## src/rtl/mem_port_arbiter_if.sv

```systemverilog
// Bus bundle between the two memory requesters, the shared memory port and the arbiter.
// The master side drives requests and memory read data; the slave side is the arbiter.
interface mem_port_arbiter_if #(
  parameter int N = 32
);
  logic         core_req;
  logic         core_we;
  logic [N-1:0] core_addr;
  logic [N-1:0] core_wdata;
  logic         core_gnt;
  logic         core_rvalid;

  logic         dma_req;
  logic         dma_we;
  logic [N-1:0] dma_addr;
  logic [N-1:0] dma_wdata;
  logic         dma_lock;
  logic         dma_gnt;
  logic         dma_rvalid;

  logic [N-1:0] rdata;
  logic [N-1:0] mem_addr;
  logic [N-1:0] mem_wdata;
  logic         mem_we;
  logic [N-1:0] mem_rdata;

  modport master (
    output core_req, core_we, core_addr, core_wdata,
    output dma_req, dma_we, dma_addr, dma_wdata, dma_lock,
    output mem_rdata,
    input  core_gnt, core_rvalid, dma_gnt, dma_rvalid,
    input  rdata, mem_addr, mem_wdata, mem_we
  );

  modport slave (
    input  core_req, core_we, core_addr, core_wdata,
    input  dma_req, dma_we, dma_addr, dma_wdata, dma_lock,
    input  mem_rdata,
    output core_gnt, core_rvalid, dma_gnt, dma_rvalid,
    output rdata, mem_addr, mem_wdata, mem_we
  );
endinterface

```

## src/rtl/mem_port_arbiter.sv

```systemverilog
// Round-robin arbiter sharing one memory port between the core and a DMA/loader,
// with a DMA burst lock that is released after LOCK_MAX beats (LOCK_MAX in 1..255).
module mem_port_arbiter #(
  parameter int N        = 32,
  parameter int LOCK_MAX = 8
) (
  input  logic                clk,
  input  logic                rst,
  mem_port_arbiter_if.slave   bus
);

  localparam logic [0:0] ARB    = 1'b0;
  localparam logic [0:0] LOCKED = 1'b1;

  localparam logic [7:0] LOCK_MAX_C = 8'(LOCK_MAX);

  logic [0:0] state;
  logic       last_gnt;    // 0 = core, 1 = DMA
  logic [7:0] lock_cnt;
  logic       core_rv_q;
  logic       dma_rv_q;

  logic         core_gnt_c;
  logic         dma_gnt_c;
  logic         lock_hit;
  logic         starve;
  logic         release_c;
  logic [N-1:0] sel_addr;
  logic [N-1:0] sel_wdata;

  // NOTE: every output of a combinational block is given a default first so no
  // path leaves it unassigned and no latch is inferred.
  always_comb begin
    core_gnt_c = 1'b0;
    dma_gnt_c  = 1'b0;
    if (!rst) begin
      if (state == LOCKED) begin
        dma_gnt_c = bus.dma_req;
      end else if (bus.core_req && bus.dma_req) begin
        core_gnt_c = last_gnt;
        dma_gnt_c  = !last_gnt;
      end else begin
        core_gnt_c = bus.core_req;
        dma_gnt_c  = bus.dma_req;
      end
    end
  end

  // Forced releases hand the next conflict to the core.
  assign lock_hit  = dma_gnt_c && ((lock_cnt + 8'd1) == LOCK_MAX_C);
  assign starve    = !bus.dma_req && bus.core_req;
  assign release_c = !bus.dma_lock || lock_hit || starve;

  assign sel_addr  = dma_gnt_c ? bus.dma_addr  : bus.core_addr;
  assign sel_wdata = dma_gnt_c ? bus.dma_wdata : bus.core_wdata;

  assign bus.core_gnt    = core_gnt_c;
  assign bus.dma_gnt     = dma_gnt_c;
  assign bus.mem_addr    = sel_addr;
  assign bus.mem_wdata   = sel_wdata;
  assign bus.mem_we      = (core_gnt_c && bus.core_we) || (dma_gnt_c && bus.dma_we);
  assign bus.rdata       = bus.mem_rdata;
  // A reset arriving while a read is in flight cancels its response at once.
  assign bus.core_rvalid = core_rv_q && !rst;
  assign bus.dma_rvalid  = dma_rv_q && !rst;

  // NOTE: sequential state uses non-blocking assignments so every register
  // samples the pre-edge values, independent of statement order.
  always_ff @(posedge clk) begin
    if (rst) begin
      state     <= ARB;
      last_gnt  <= 1'b1;
      lock_cnt  <= 8'd0;
      core_rv_q <= 1'b0;
      dma_rv_q  <= 1'b0;
    end else begin
      core_rv_q <= core_gnt_c && !bus.core_we;
      dma_rv_q  <= dma_gnt_c && !bus.dma_we;

      if (core_gnt_c) begin
        last_gnt <= 1'b0;
      end else if (dma_gnt_c) begin
        last_gnt <= 1'b1;
      end

      case (state)
        ARB: begin
          // With LOCK_MAX = 1 the locking beat is already the last one.
          if (dma_gnt_c && bus.dma_lock && (LOCK_MAX > 1)) begin
            state    <= LOCKED;
            lock_cnt <= 8'd1;
          end
        end
        LOCKED: begin
          if (dma_gnt_c) begin
            lock_cnt <= lock_cnt + 8'd1;
          end
          if (release_c) begin
            state    <= ARB;
            lock_cnt <= 8'd0;
            if (lock_hit || starve) begin
              last_gnt <= 1'b1;
            end
          end
        end
        default: begin
          state    <= ARB;
          lock_cnt <= 8'd0;
        end
      endcase
    end
  end

endmodule
```

## src/flat_wrapper.sv

```systemverilog
// flat-port wrapper written by rule: the top's interface ports become plain ports
module mem_port_arbiter_flat 
#(
  parameter int N        = 32,
  parameter int LOCK_MAX = 8
)
  (clk, rst, bus_core_req, bus_core_we, bus_core_addr, bus_core_wdata, bus_dma_req, bus_dma_we, bus_dma_addr, bus_dma_wdata, bus_dma_lock, bus_mem_rdata, bus_core_gnt, bus_core_rvalid, bus_dma_gnt, bus_dma_rvalid, bus_rdata, bus_mem_addr, bus_mem_wdata, bus_mem_we);
  mem_port_arbiter_if #(.N(N)) bus_i ();
  input  logic clk;
  input  logic rst;
  input wire logic [$bits(bus_i.core_req)-1:0] bus_core_req;
  input wire logic [$bits(bus_i.core_we)-1:0] bus_core_we;
  input wire logic [$bits(bus_i.core_addr)-1:0] bus_core_addr;
  input wire logic [$bits(bus_i.core_wdata)-1:0] bus_core_wdata;
  input wire logic [$bits(bus_i.dma_req)-1:0] bus_dma_req;
  input wire logic [$bits(bus_i.dma_we)-1:0] bus_dma_we;
  input wire logic [$bits(bus_i.dma_addr)-1:0] bus_dma_addr;
  input wire logic [$bits(bus_i.dma_wdata)-1:0] bus_dma_wdata;
  input wire logic [$bits(bus_i.dma_lock)-1:0] bus_dma_lock;
  input wire logic [$bits(bus_i.mem_rdata)-1:0] bus_mem_rdata;
  output wire logic [$bits(bus_i.core_gnt)-1:0] bus_core_gnt;
  output wire logic [$bits(bus_i.core_rvalid)-1:0] bus_core_rvalid;
  output wire logic [$bits(bus_i.dma_gnt)-1:0] bus_dma_gnt;
  output wire logic [$bits(bus_i.dma_rvalid)-1:0] bus_dma_rvalid;
  output wire logic [$bits(bus_i.rdata)-1:0] bus_rdata;
  output wire logic [$bits(bus_i.mem_addr)-1:0] bus_mem_addr;
  output wire logic [$bits(bus_i.mem_wdata)-1:0] bus_mem_wdata;
  output wire logic [$bits(bus_i.mem_we)-1:0] bus_mem_we;
  assign bus_i.core_req = bus_core_req;
  assign bus_i.core_we = bus_core_we;
  assign bus_i.core_addr = bus_core_addr;
  assign bus_i.core_wdata = bus_core_wdata;
  assign bus_i.dma_req = bus_dma_req;
  assign bus_i.dma_we = bus_dma_we;
  assign bus_i.dma_addr = bus_dma_addr;
  assign bus_i.dma_wdata = bus_dma_wdata;
  assign bus_i.dma_lock = bus_dma_lock;
  assign bus_i.mem_rdata = bus_mem_rdata;
  assign bus_core_gnt = bus_i.core_gnt;
  assign bus_core_rvalid = bus_i.core_rvalid;
  assign bus_dma_gnt = bus_i.dma_gnt;
  assign bus_dma_rvalid = bus_i.dma_rvalid;
  assign bus_rdata = bus_i.rdata;
  assign bus_mem_addr = bus_i.mem_addr;
  assign bus_mem_wdata = bus_i.mem_wdata;
  assign bus_mem_we = bus_i.mem_we;
  mem_port_arbiter #(.N(N), .LOCK_MAX(LOCK_MAX)) u_core (.clk(clk), .rst(rst), .bus(bus_i));
endmodule
```

## config.mk

```make
export PLATFORM = sky130hd
export DESIGN_NAME = mem_port_arbiter_flat
export DESIGN_NICKNAME = d
export VERILOG_FILES = /design/src/rtl/mem_port_arbiter_if.sv /design/src/rtl/mem_port_arbiter.sv /design/src/flat_wrapper.sv
export SDC_FILE = /design/constraint.sdc
export NUM_CORES = 1
export LEC_CHECK = 0
export BUFFER_PORTS_ARGS = -buffer_cell sky130_fd_sc_hd__buf_2
export CAP_MARGIN = 40
export CORE_AREA = 10 10 95 97
export DETAILED_ROUTE_END_ITERATION = 6
export DIE_AREA = 0 0 105 107
export HOLD_SLACK_MARGIN = 0.12
export PLACE_DENSITY = 0.73
export SYNTH_ARGS = -nofsm -noshare
export SYNTH_HDL_FRONTEND = slang
export SYNTH_SLANG_ARGS = --single-unit
```

## constraint.sdc

```tcl
create_clock -name clk -period 1.5 [get_ports clk]
set_input_delay 0.075 -clock clk [delete_from_list [all_inputs] [get_ports clk]]
set_output_delay 0.075 -clock clk [all_outputs]
set_load 0.02 [all_outputs]
```

==> results of run 1 <==
## layer usage
metal	vias to the layer above	track usage [%]	part of all wire, %
met3	26	8.503	11
li1	1395	-	-
met4	0	5.098	2.1
met5	-	0	0
met1	1400	20.05	35
met2	261	35.15	51
## timing repair
action,in CTS,in global routing
hold buffers,4,0
resized for setup,162,75
setup endpoints to repair,73,74
pin swaps,32,31
setup buffers,5,7
endpoints found under the hold margin,4,0
gates cloned,6,0
## critical path, cell delays in order, from the launching register on
cell	delay (ns)
dfxtp_2	0.32
nand3b_1	0.23
nand2_4	0.19
inv_8	0.08
buf_12	0.16
a22o_1	0.22
buf_2	0.16
## per-stage QoR
step	instances	TNS, ns
after floorplan	330	0
after global placement	599	-0.01432
after detailed placement	599	-0.4174
after CTS	617	-3.149
after global routing	624	-11.22
final	624	-6.083
## sequential cells by signal (all words and copies together), names as in the netlist
signal            flops
u_core.core_rv_q      1
u_core.state          1
u_core.dma_rv_q       1
u_core.last_gnt       1
u_core.lock_cnt       8
## cell usage after synthesis, types with 2 or more instances
cell type  count  area share, %
a21o_1         3            1.3
buf_4         33             14
nand2_1      205             43
clkbuf_1       7            1.5
dfxtp_1       12             14
o21ai_0        7            2.0
buf_2          8            2.3
nor2_1         5            1.1
inv_1          4           0.84
nand3_2        2            1.1
nand3_1        4            1.1
a21oi_1        4            1.1
nand2b_1       2           0.70
nor2b_1        4            1.4
nor4_1         2           0.70
nand3b_1       2           0.84
## power groups by stage
stage,Clock [mW],Combinational [mW],Sequential [mW]
floorplan,0,0.566,0.339
global placement,0,0.845,0.337
detailed placement,0,0.854,0.337
CTS,0.377,1.15,0.331
global route,0.391,1.34,0.331
finish,0.376,1.26,0.331
## logic make-up after synthesis
group | count (synthesis) | synth area share (%)
flip-flops | 12 | 13.50
AND/OR/NAND/NOR | 238 | 55.63
AO/OA/AOI/OAI | 25 | 10.55
XOR/XNOR | 1 | 0.9145
adder cells (fa/ha/maj) | 1 | 0.7031
buffers and inverters | 53 | 18.71
## worst max-delay path by stage
stage,start,endpoint,depth (start not counted)
global route,u_core.state,bus_mem_we,6
CTS,u_core.state,bus_mem_we,6
finish,u_core.state,bus_mem_we,6
detailed placement,u_core.lock_cnt[2],u_core.lock_cnt[7],6
global placement,u_core.lock_cnt[1],u_core.lock_cnt[7],6
floorplan,u_core.lock_cnt[0],u_core.lock_cnt[7],6
## area by class of cell
| type | count | area, um^2 |
|---|---|---|
| fillers | 679 | 3288 |
| repair buffers | 239 | 1809 |
| multi-input cells | 265 | 1585 |
| flip-flops and latches | 12 | 249.0 |
| well taps | 99 | 123.9 |
| clock buffers | 4 | 55.05 |
| inverters | 5 | 26.28 |
==> reports/results.tsv, run 1 <==
stage	metric	value	unit
run_status	run status	finished, violations left	
run_status	violations in the final reports	negative setup slack	
logic_synthesis	synthesized area	0.001779	mm^2
logic_synthesis	Mapped Cells	330	
sta	setup ws final	-0.1820	ns
sta	worst hold margin	0.1402	ns
sta	clock skew	0.003803	ns
floorplanning	row count	31	
logic_synthesis	Unique masters post-synth	42	
cells_and_area	Final Util	53.93	%
route	drt initial violations	138	
logic_synthesis	asr flop ratio synth	0	%
route	DRT Wirelength	12720	um
logic_synthesis	Syn Area/Cell	5.392	um^2
cells_and_area	proportion of layout cells with a drive suffix above 1	62.86	%
logic_synthesis	sequential area share after synthesis	13.50	%
placement	PortBufs	203	
pwr	sequential fraction of design power	16.8	%
placement	Placed Area	0.002748	mm^2
run	Max Cap Violations	0	
logic_synthesis	FF+latch count, synth	12	
floorplanning	initial core utilization	24.93	%
sta	Slew Viols, Final	0	
placement	pre-CTS setup slack	-0.1174	ns
critical_path	Crit path required time	1.42	ns
route	first-pass iteration count of the detailed router	5	
clock_network	Worst-Skew Late Latency	0.25	ns
critical_path	Arrival @ worst endpoint	1.61	ns
floorplanning	die width	105	um
clock_network	clock-pin slew on the worst setup and hold paths	0.06	ns
global_route	first-pass GRT wire length	17810	um
sta	slew margin rel.	78.20	%
clock_network	Clock Tree Buf Depth	2	
pwr	maximum vdd drop	0.4482	mV
cells_and_area	ant diodes	0	
route	Vias	3082	
cells_and_area	final instance area	0.003849	mm^2
cells_and_area	Area Overhead vs Synth	116.3	%
route	number of vias per cell	4.939	
pwr	combinational group share of total power	64.1	%
global_route	largest net degree at the start of global routing	29	
floorplanning	core area	0.007137	mm^2
pwr	Design Power	1.965	mW
worst_hold_path	Min-Delay Endpoint	u_core.state	
clock_network	H-tree depth	1	
global_route	initial antenna violation count	0	
cells_and_area	most common cell after layout, fill and taps aside	buf_2	
logic_synthesis	Ys Warns	0	
clock_network	Root Buffer	clkbuf_8	
critical_path	R2R depth	6	
sta	Max Clk Rate	594.5	MHz
clock_network	clock tree sinks	12	
critical_path	critical path endpoint category	output port	
placement	HPWL after DPL	8487	um
pwr	Int Power	1.155	mW
route	antenna-violating nets left	0	
floorplanning	die footprint	0.01124	mm^2
logic_synthesis	Post-Syn Nets	498	
pwr	pwr/cell area	510.7	mW/mm^2
sta	post-layout minimum cycle time	1.682	ns
global_route	total congestion overflow	0	
floorplanning	DIE HEIGHT	107	um
pwr	Sw Ratio	41.22	%
critical_path	crit path kind	flip-flop to output port	
cells_and_area	Net count, final	694	
worst_hold_path	hold_sp	bus_dma_req	
worst_hold_path	hold path depth	3	
logic_synthesis	Main synth FF type	dfxtp_1	
floorplanning	I/O pin total	268	
critical_path	Crit Path Max Fanout	14	
global_route	total track usage	19.39	%
critical_path	Reg2Reg Setup Slack	-0.08	ns
sta	Slew @ Worst Pin	0.3246	ns
sta	Final Hold Fails	0	
logic_synthesis	number of synthesized flops with an enable pin	0	
route	DR DRC count	0	
pwr	Switch Pwr	810.2	uW
pwr	Leak	2.105	nW
clock_network	clock tree from TritonCTS	done	
critical_path	r2r endpoint	u_core.lock_cnt[7]	
sta	final setup vio count	72	
pwr	clock share of power	19.1	%
critical_path	R2R Path Start	u_core.state	
clock_network	cts bufs inserted	3	
sta	Final Cycle Share	112.1	%
placement	gpl congestion	0.8556	
cells_and_area	commonest non-fill, non-tap cells in the layout	buf_2, nand2_1, buf_6	
route	WL per Instance	20.38	um
sta	RSZ-0062 raised after global routing	true	
global_route	number of global-route vias before repair	3248	
worst_hold_path	Hold Crit Class	primary input to flip-flop	
critical_path	Worst setup SP type	flip-flop	
(Power assumes the default switching activity.)
==> run 2: changes to the inputs <==
--- a/config.mk
+++ b/config.mk
@@ -11,6 +11,7 @@
 export DETAILED_ROUTE_END_ITERATION = 6
 export DIE_AREA = 0 0 105 107
 export HOLD_SLACK_MARGIN = 0.12
+export MAX_ROUTING_LAYER = met4
 export PLACE_DENSITY = 0.73
 export SYNTH_ARGS = -nofsm -noshare
 export SYNTH_HDL_FRONTEND = slang
==> run 2 against run 1 <==
Against the previous run: the flow still finishes with violations (negative setup slack); first-iteration DRC count down 1.4%; sequential cell count unchanged; routed wire length is 0.38% lower; non-clock buffer count down 1; final area fell by 0.78%; sequential power barely moved; highest routed layer unchanged.
==> reports/results.tsv, run 2 (synthesis results as in run 1) <==
stage	metric	value	unit
cells_and_area	ant diodes	0	
critical_path	Arrival @ worst endpoint	1.61	ns
placement	HPWL after DPL	8487	um
cells_and_area	Layout fillers	685	
route	DRT Wirelength	12670	um
floorplanning	initial core utilization	24.93	%
sta	post-layout minimum cycle time	1.681	ns
floorplanning	core area	0.007137	mm^2
route	DR DRC count	0	
pwr	maximum vdd drop	0.4501	mV
route	number of vias per cell	4.817	
critical_path	Crit path required time	1.42	ns
clock_network	Root Buffer	clkbuf_8	
route	first-pass iteration count of the detailed router	4	
cells_and_area	non-filler cells, final	623	
cells_and_area	Reg area	249.0	um^2
clock_network	H-tree depth	1	
clock_network	Worst-Skew Late Latency	0.25	ns
floorplanning	row count	31	
critical_path	crit path kind	flip-flop to output port	
sta	RSZ-0062 raised after global routing	true	
pwr	Leak	2.095	nW
global_route	largest net degree at the start of global routing	29	
route	drt initial violations	136	
sta	Slew Viols, Final	0	
worst_hold_path	Hold Crit Class	primary input to flip-flop	
floorplanning	die width	105	um
clock_network	cts bufs inserted	3	
sta	Slew @ Worst Pin	0.3288	ns
run	Max Cap Violations	0	
floorplanning	I/O pin total	268	
worst_hold_path	hold path depth	3	
cells_and_area	multi-input combinational cell area	0.001585	mm^2
run_status	run status	finished, violations left	
clock_network	clock tree sinks	12	
placement	gpl congestion	0.8692	
cells_and_area	number of flip-flops under the largest register name	8	
cells_and_area	commonest non-fill, non-tap cells in the layout	buf_2, nand2_1, buf_6	
placement	PortBufs	203	
clock_network	clock-pin slew on the worst setup and hold paths	0.06	ns
route	Vias	3001	
sta	setup ws final	-0.1812	ns
sta	final setup vio count	71	
critical_path	Crit Path Max Fanout	14	
sta	slew margin rel.	77.91	%
global_route	number of global-route vias before repair	3246	
placement	placed instance count	599	
critical_path	critical path endpoint category	output port	
floorplanning	DIE HEIGHT	107	um
pwr	pwr/cell area	514.8	mW/mm^2
clock_network	Clock Tree Buf Depth	2	
clock_network	clock tree from TritonCTS	done	
critical_path	Worst setup SP type	flip-flop	
sta	Final Hold Fails	0	
cells_and_area	Area Overhead vs Synth	114.6	%
sta	clock skew	0.003842	ns
route	WL per Instance	20.33	um
cells_and_area	Net count, final	693	
sta	Max Clk Rate	594.8	MHz
global_route	total congestion overflow	0	
global_route	first-pass GRT wire length	17750	um
pwr	Design Power	1.966	mW
critical_path	R2R depth	6	
global_route	total track usage	19.94	%
route	antenna-violating nets left	0	
floorplanning	die footprint	0.01124	mm^2
cells_and_area	largest reg by FF count	u_core.lock_cnt	
cells_and_area	most common cell after layout, fill and taps aside	buf_2	
global_route	initial antenna violation count	0	
run_status	violations in the final reports	negative setup slack	
cells_and_area	proportion of layout cells with a drive suffix above 1	62.79	%
sta	Final Cycle Share	112.1	%
critical_path	Reg2Reg Setup Slack	-0.10	ns
[run 2: final timing paths]
path,from,end
setup / recovery,u_core.state,bus_mem_we
setup reg to reg,u_core.lock_cnt[1],u_core.lock_cnt[7]
hold / removal,bus_dma_req,u_core.state
hold reg to reg,u_core.lock_cnt[2],u_core.lock_cnt[2]
[run 2: final cells by class]
| type | count | area share, % |
|---|---|---|
| Clock buffer | 4 | 1.442 |
| Inverter | 5 | 0.6881 |
| Multi-Input combinational cell | 265 | 41.51 |
| Sequential cell | 12 | 6.520 |
| Tap cell | 99 | 3.244 |
| Timing Repair Buffer | 238 | 46.59 |
[run 2: what timing repair did]
| action | in CTS | in global routing |
|---|---|---|
| pin swaps | 32 | 30 |
| endpoints found under the hold margin | 4 | 0 |
| cloned | 6 | 0 |
| resized for setup | 162 | 72 |
| hold buffers | 4 | 0 |
| setup buffers | 5 | 6 |
| endpoints found under the setup margin | 73 | 74 |
[run 2: critical path: stages (launching register included)]
cell,delay (ns)
dfxtp_2,0.32
nand3b_1,0.23
nand2_4,0.19
inv_8,0.08
buf_12,0.16
a22o_1,0.22
buf_2,0.16
[run 2: stage by stage]
stage	hold slack [ns]	area, um^2	setup TNS, ns	worst slack [ns]	utilization, %
2_1_floorplan	0.1466	1782	0	0.006019	-
3_3_place_gp	0.1501	2748	-0.01432	-0.01432	38.50
3_5_place_dp	0.1501	2748	-0.4174	-0.1174	38.50
4_1_cts	0.1501	3531	-3.149	-0.1303	49.47
5_1_grt	0.1500	3819	-10.96	-0.2380	53.51
6_report	0.1386	3819	-6.179	-0.1812	53.51
[run 2: per-layer routing]
metal / global-route usage, % / vias to the layer above / share of wire, %
li1: - / 1390 / -
met1: 21.51 / 1377 / 38
met2: 35.29 / 221 / 52
met3: 5.988 / 13 / 8.9
met4: 4.706 / 0 / 1.2
met5: - / - / 0
[run 2: report_power, final]
| part | switching [mW] | total (mW) | internal [mW] |
|---|---|---|---|
| combinational | 0.662 | 1.26 | 0.596 |
| clock | 0.145 | 0.378 | 0.233 |
| sequential | 0.00506 | 0.330 | 0.325 |
| total | 0.812 | 1.97 | 1.15 |
